**src/rtl/si_pkg.sv**
```systemverilog
// Shared definitions for the player bullet path.
// Exports the fire-control state encoding, the default fire keycode and a
// saturating increment that is also used by the score counters.
package si_pkg;

  localparam logic [7:0] KEY_SPACE = 8'h2C;

  localparam int unsigned SHOT_CNT_W  = 16;
  localparam int unsigned FAULT_CNT_W = 8;
  localparam int unsigned FRAME_CNT_W = 8;

  typedef enum logic [1:0] {
    READY    = 2'd0,
    FIRE     = 2'd1,
    FLIGHT   = 2'd2,
    COOLDOWN = 2'd3
  } fire_state_t;

  // Increment v unless it has already reached max. Narrower counters
  // zero-extend into the 16-bit argument and truncate the result back.
  function automatic logic [15:0] sat_inc(input logic [15:0] v,
                                          input logic [15:0] max);
    logic [15:0] r;
    r = v;
    if (v < max) begin
      r = v + 16'd1;
    end
    return r;
  endfunction

endpackage

```
**src/rtl/key_edge_detect.sv**
```systemverilog
// Press detector for a single keycode reported in either of two keyboard
// slots. Registers the "key down" level every frame and produces a one-frame
// press pulse on the frame where the key first appears.
// Ports:
//   frame_clk  frame clock
//   Reset_n    asynchronous active-low reset
//   keycode0   first reported key
//   keycode1   second reported key
//   press_c    combinational pulse: key down now, not down last frame
module key_edge_detect
  import si_pkg::*;
#(
  parameter logic [7:0] KEY = KEY_SPACE
) (
  input  logic       frame_clk,
  input  logic       Reset_n,
  input  logic [7:0] keycode0,
  input  logic [7:0] keycode1,
  output logic       press_c
);

  logic key_now;
  logic key_prev;

  // Key counts as down if either keyboard slot reports it.
  assign key_now = (keycode0 == KEY) | (keycode1 == KEY);

  // Previous-frame key level.
  always_ff @(posedge frame_clk or negedge Reset_n) begin
    if (!Reset_n) begin
      key_prev <= 1'b0;
    end else begin
      key_prev <= key_now;
    end
  end

  // Combinational so a key seen at edge k can launch a shot on edge k.
  assign press_c = key_now & ~key_prev;

endmodule

```
**src/rtl/fire_control.sv**
```systemverilog
// Fire control for the player bullet: converts raw keycodes into a
// single-shot request, using the bullet's loaded flag as acknowledge.
// Adds press edge detection, a one-deep pending-fire buffer, a post-reload
// cooldown and an acknowledge timeout. All outputs are registered.
// Ports:
//   frame_clk   frame clock
//   Reset_n     asynchronous active-low reset
//   enable      game-running qualifier; low forces READY and clears the request
//   keycode0/1  reported keys
//   loaded      1 = bullet parked, 0 = bullet in flight
//   shot        fire request to the bullet block
//   busy        state is not READY
//   pending     a buffered press is waiting
//   shot_count  acknowledged shots, saturating
//   ack_faults  abandoned requests, saturating
module fire_control
  import si_pkg::*;
#(
  parameter logic [7:0]  FIRE_KEY        = KEY_SPACE,
  parameter int unsigned COOLDOWN_FRAMES = 8,
  parameter int unsigned ACK_TIMEOUT     = 4,
  parameter int unsigned BUFFER_EN       = 1
) (
  input  logic        frame_clk,
  input  logic        Reset_n,
  input  logic        enable,
  input  logic [7:0]  keycode0,
  input  logic [7:0]  keycode1,
  input  logic        loaded,
  output logic        shot,
  output logic        busy,
  output logic        pending,
  output logic [15:0] shot_count,
  output logic [7:0]  ack_faults
);

  // Cooldown reload value; unused when there is no cooldown.
  localparam logic [FRAME_CNT_W-1:0] CD_LOAD =
    (COOLDOWN_FRAMES > 0) ? FRAME_CNT_W'(COOLDOWN_FRAMES - 1) : '0;
  // Last timeout count before the request is abandoned (ACK_TIMEOUT=0 acts as 1).
  localparam logic [FRAME_CNT_W-1:0] TO_LAST =
    (ACK_TIMEOUT > 1) ? FRAME_CNT_W'(ACK_TIMEOUT - 1) : '0;
  localparam logic NO_COOLDOWN = (COOLDOWN_FRAMES == 0);
  localparam logic BUF_ON      = (BUFFER_EN != 0);

  fire_state_t             state;
  logic [FRAME_CNT_W-1:0]  cd_cnt;
  logic [FRAME_CNT_W-1:0]  to_cnt;
  logic                    press;

  key_edge_detect #(
    .KEY (FIRE_KEY)
  ) u_fire_key (
    .frame_clk (frame_clk),
    .Reset_n   (Reset_n),
    .keycode0  (keycode0),
    .keycode1  (keycode1),
    .press_c   (press)
  );

  // Request sequencer with registered outputs.
  always_ff @(posedge frame_clk or negedge Reset_n) begin
    if (!Reset_n) begin
      state      <= READY;
      shot       <= 1'b0;
      busy       <= 1'b0;
      pending    <= 1'b0;
      shot_count <= '0;
      ack_faults <= '0;
      cd_cnt     <= '0;
      to_cnt     <= '0;
    end else if (!enable) begin
      // Game halted: drop everything except the statistics.
      state   <= READY;
      shot    <= 1'b0;
      busy    <= 1'b0;
      pending <= 1'b0;
      cd_cnt  <= '0;
      to_cnt  <= '0;
    end else begin
      case (state)
        READY: begin
          if (loaded && (press || pending)) begin
            state   <= FIRE;
            shot    <= 1'b1;
            busy    <= 1'b1;
            pending <= 1'b0;
            to_cnt  <= '0;
          end else if (press && BUF_ON) begin
            pending <= 1'b1;
          end
        end

        FIRE: begin
          if (press && BUF_ON) begin
            pending <= 1'b1;
          end
          // Acknowledge is checked first so it wins over a same-edge timeout.
          if (!loaded) begin
            state      <= FLIGHT;
            shot       <= 1'b0;
            shot_count <= sat_inc(shot_count, 16'hFFFF);
          end else if (to_cnt == TO_LAST) begin
            state      <= READY;
            shot       <= 1'b0;
            busy       <= 1'b0;
            ack_faults <= FAULT_CNT_W'(sat_inc(16'(ack_faults), 16'h00FF));
          end else begin
            to_cnt <= to_cnt + 1'b1;
          end
        end

        FLIGHT: begin
          // A press on the reload edge is buffered, never fired directly.
          if (press && BUF_ON) begin
            pending <= 1'b1;
          end
          if (loaded) begin
            if (NO_COOLDOWN) begin
              state <= READY;
              busy  <= 1'b0;
            end else begin
              state  <= COOLDOWN;
              cd_cnt <= CD_LOAD;
            end
          end
        end

        COOLDOWN: begin
          if (press && BUF_ON) begin
            pending <= 1'b1;
          end
          // Leave on the edge the counter reaches zero so a pending press
          // is served on the very next READY evaluation.
          if (cd_cnt <= FRAME_CNT_W'(1)) begin
            state  <= READY;
            busy   <= 1'b0;
            cd_cnt <= '0;
          end else begin
            cd_cnt <= cd_cnt - 1'b1;
          end
        end

        default: begin
          state <= READY;
          shot  <= 1'b0;
          busy  <= 1'b0;
        end
      endcase
    end
  end

endmodule

```
**config.mk**
```make
export PLATFORM = sky130hd
export DESIGN_NAME = fire_control
export DESIGN_NICKNAME = d
export VERILOG_FILES = /design/src/rtl/si_pkg.sv /design/src/rtl/key_edge_detect.sv /design/src/rtl/fire_control.sv
export SDC_FILE = /design/constraint.sdc
export NUM_CORES = 1
export LEC_CHECK = 0
export CORE_MARGIN = 2
export CORE_UTILIZATION = 54
export CTS_BUF_LIST = sky130_fd_sc_hd__clkbuf_4
export DETAILED_ROUTE_END_ITERATION = 6
export PLACE_DENSITY = 0.83
export SYNTH_ARGS = -nofsm -noshare
export SYNTH_HDL_FRONTEND = slang
export SYNTH_SLANG_ARGS = --single-unit
export TNS_END_PERCENT = 5
```
**constraint.sdc**
```tcl
create_clock -name frame_clk -period 2.1 [get_ports frame_clk]
set_input_delay 0.21 -clock frame_clk [delete_from_list [all_inputs] [get_ports frame_clk]]
set_output_delay 0.21 -clock frame_clk [all_outputs]
set_load 0.02 [all_outputs]
```
==> results_dict.tcl <==
set metrics [dict create \
    rr_startpoint "cd_cnt[4]" \
    yosys_warnings 0 \
    clk_latency_ps 350 \
    rows 24 \
    die_w_um 71.03 \
    diodes 0 \
    die_h_um 71.03 \
    initial_core_util 0.5572 \
    synth_cell_types 50 \
    drt_iter0_drc 118 \
    avgSynthCellArea_um2 9.704 \
    via_per_inst 5.821 \
    powerDensity_mw_per_mm2 475.0 \
    ant_nets 0 \
    drive_above_1_share 0.09646 \
    synth_edf_count 0 \
    cts_tree "done" \
    portBuffers 46 \
    period_share 0.9516 \
    place_congestion 0.8609 \
    grt_pass1_vias 2008 \
    post_drt_wl_per_cell_um 14.27 \
    fmax_mhz 500.4 \
    globalRouteTotalUtil 0.2193 \
    area_growth_pct 27.59 \
    clk_pin_slew_worst_paths_ps 130 \
    worstSetupEndpointType "register" \
    hold_class "input pin to async pin" \
    hold_ws_ps 334.2 \
    power_frac_clock 0.261 \
    critical-path-slowest-cell "or4_1" \
    cts_made_buffers 5 \
    slew_headroom 0.6327 \
    clock-root-buffer "clkbuf_4" \
    path_class "register to register" \
    drv_slew 0 \
    required_ps 2350 \
    combPwrFrac 0.119 \
    power.internal_uw 1098 \
    rsz0062_at_grt "false" \
    grt_pass1_wl_um 8887 \
    switching_share 0.2529 \
    num_io_pins 47 \
    slowest_delay_ps 610 \
    die_area_mm2 0.005045 \
    cp_num_buf_inv 0 \
    ir_drop_mv 0.3886 \
    fin_area_mm2 0.003095 \
    skew_ps 10.56 \
    crit_family "simple AND/OR/NAND/NOR gates" \
    ys.flop_type "dfrtp_1" \
    drc_errors 0 \
    layout_commonest_cell "dfrtp_1" \
    htree_levels 2 \
    grt_overflow 0 \
    final_nets 335 \
    syn_nets 275 \
    worstPathCellList "or4_1 -> or3_1 -> and3_1 -> o21ai_0 -> o21ai_1" \
    p_switching_uw 371.9 \
    syn_area_mm2 0.002426 \
    startpoint "cd_cnt[4]" \
    synth-seq-cells 46 \
    finalHoldViolCount 0 \
    cp-start-kind "register" \
    cts_sinks 46 \
    wirelength_um 5179 \
    finalPower_uw 1470 \
    min_period_ps 1998 \
    async_flop_share 1.000 \
    vias 2113 \
    first_pass_iters 4 \
    p_seq_frac 0.620 \
    crit_fanout 5 \
    placed_area_mm2 0.003025 \
    final_cell_mix "46 x dfrtp_1, 45 x clkdlybuf4s50_1, 36 x nand2_1" \
    grt_max_degree 47 \
    antenna_found_initial 0 \
    setup-tns-final_ps 0 \
    tightest_slew_ps 549.0 \
    dpl.hpwl_um 3852 \
    clockBufferDepth 2 \
    power.leakage_uw 0.001366 \
    synthCells 250 \
    arrival_ps 2240 \
    core-area_mm2 0.004354 \
    status "finished clean" \
    maxCapViolCount 0 \
    ys_seq_area_frac 0.4745 \
    setup_viol 0 \
]
metrics by stage:
| step | setup WS [ps] | utilization | instances |
|---|---|---|---|
| floorplan | 217.9 | - | 250 |
| global placement | 67.88 | 0.6948 | 354 |
| detailed placement | 24.37 | 0.6948 | 354 |
| CTS | 85.54 | 0.7083 | 363 |
| global route | 21.85 | 0.7109 | 363 |
| finish | 101.6 | 0.7109 | 363 |
cell families (layout without fill, tap and decap cells):
kind of cell             after synthesis  after routing  synth area share
AO/OA/AOI/OAI                         54             54            0.1558
multiplexers                           3              3           0.01341
adder cells (fa/ha/maj)                5              5           0.02579
buffers and inverters                 15             76           0.02372
flip-flops                            46             46            0.4745
XOR/XNOR                              22             22           0.07942
AND/OR/NAND/NOR                      105            105            0.2274
power by group through the flow:
stage | registers, µW | logic, µW | clock network [µW]
final | 912 | 174 | 384
after global routing | 915 | 194 | 439
after CTS | 912 | 171 | 396
after detailed placement | 929 | 168 | 0
after global placement | 928 | 162 | 0
after floorplan | 928 | 83.5 | 0
synth_stat cells (all sizes together), types with 2 or more instances:
library cell,number,share of area
xnor2,14,0.051
nor2,16,0.026
nand3,7,0.014
xor2,8,0.029
ha,5,0.026
or3,4,0.010
or4,5,0.017
nor4,2,0.0052
nor3,11,0.023
a21oi,12,0.025
o211ai,3,0.011
nand4b,2,0.0072
o21a,5,0.015
a31oi,4,0.010
nor4b,3,0.017
a41oi,3,0.011
and3,5,0.013
nand4,9,0.023
o21ai,9,0.019
o21bai,3,0.0093
or2,2,0.0052
inv,9,0.014
nand2,36,0.056
dfrtp,46,0.47
a21o,2,0.0062
clkbuf,5,0.0077
mux2,2,0.0093
routing by layer:
layer | GRT usage | share of wire
met1 | 0.2742 | 0.44
met2 | 0.3697 | 0.51
met3 | 0.05556 | 0.035
met4 | 0.07966 | 0.013
met5 | 0 | 0
final cells by class:
class	count	area [µm²]
Fill cell	345	1259
Multi-Input combinational cell	189	1229
Sequential cell	46	1151
Timing Repair Buffer	59	568.0
Tap cell	52	65.06
Clock buffer	5	37.54
Inverter	9	33.78
Clock inverter	3	11.26
state kept, by name, summed over array words and instances (netlist names):
name                 count
ack_faults               8
busy                     1
cd_cnt                   8
pending                  1
shot                     1
shot_count              16
state                    2
to_cnt                   8
u_fire_key.key_prev      1
path summary, 6_finish.rpt:
path | to | slack [ps] | depth (start not counted)
min in group frame_clk | u_fire_key.key_prev | 490 | 3
max reg2reg | state[0] | 100 | 5
max | state[0] | 100 | 5
min reg2reg | ack_faults[5] | 520 | 1
min | to_cnt[3] | 330 | 3
max in group asynchronous | ack_faults[1] | 1530 | 3
worst register-to-register path: stages (launching register included):
cell	delay (ps)
dfrtp_1	440
or4_1	610
or3_1	420
and3_1	200
o21ai_0	140
o21ai_1	80
repair_timing:
action | in CTS | in global routing
setup buffers | 0 | 0
hold endpoints to repair | 46 | 0
gates resized for setup | 0 | 2
setup endpoints to repair | 0 | 3
hold buffers | 1 | 0
(Power assumes the default switching activity.)
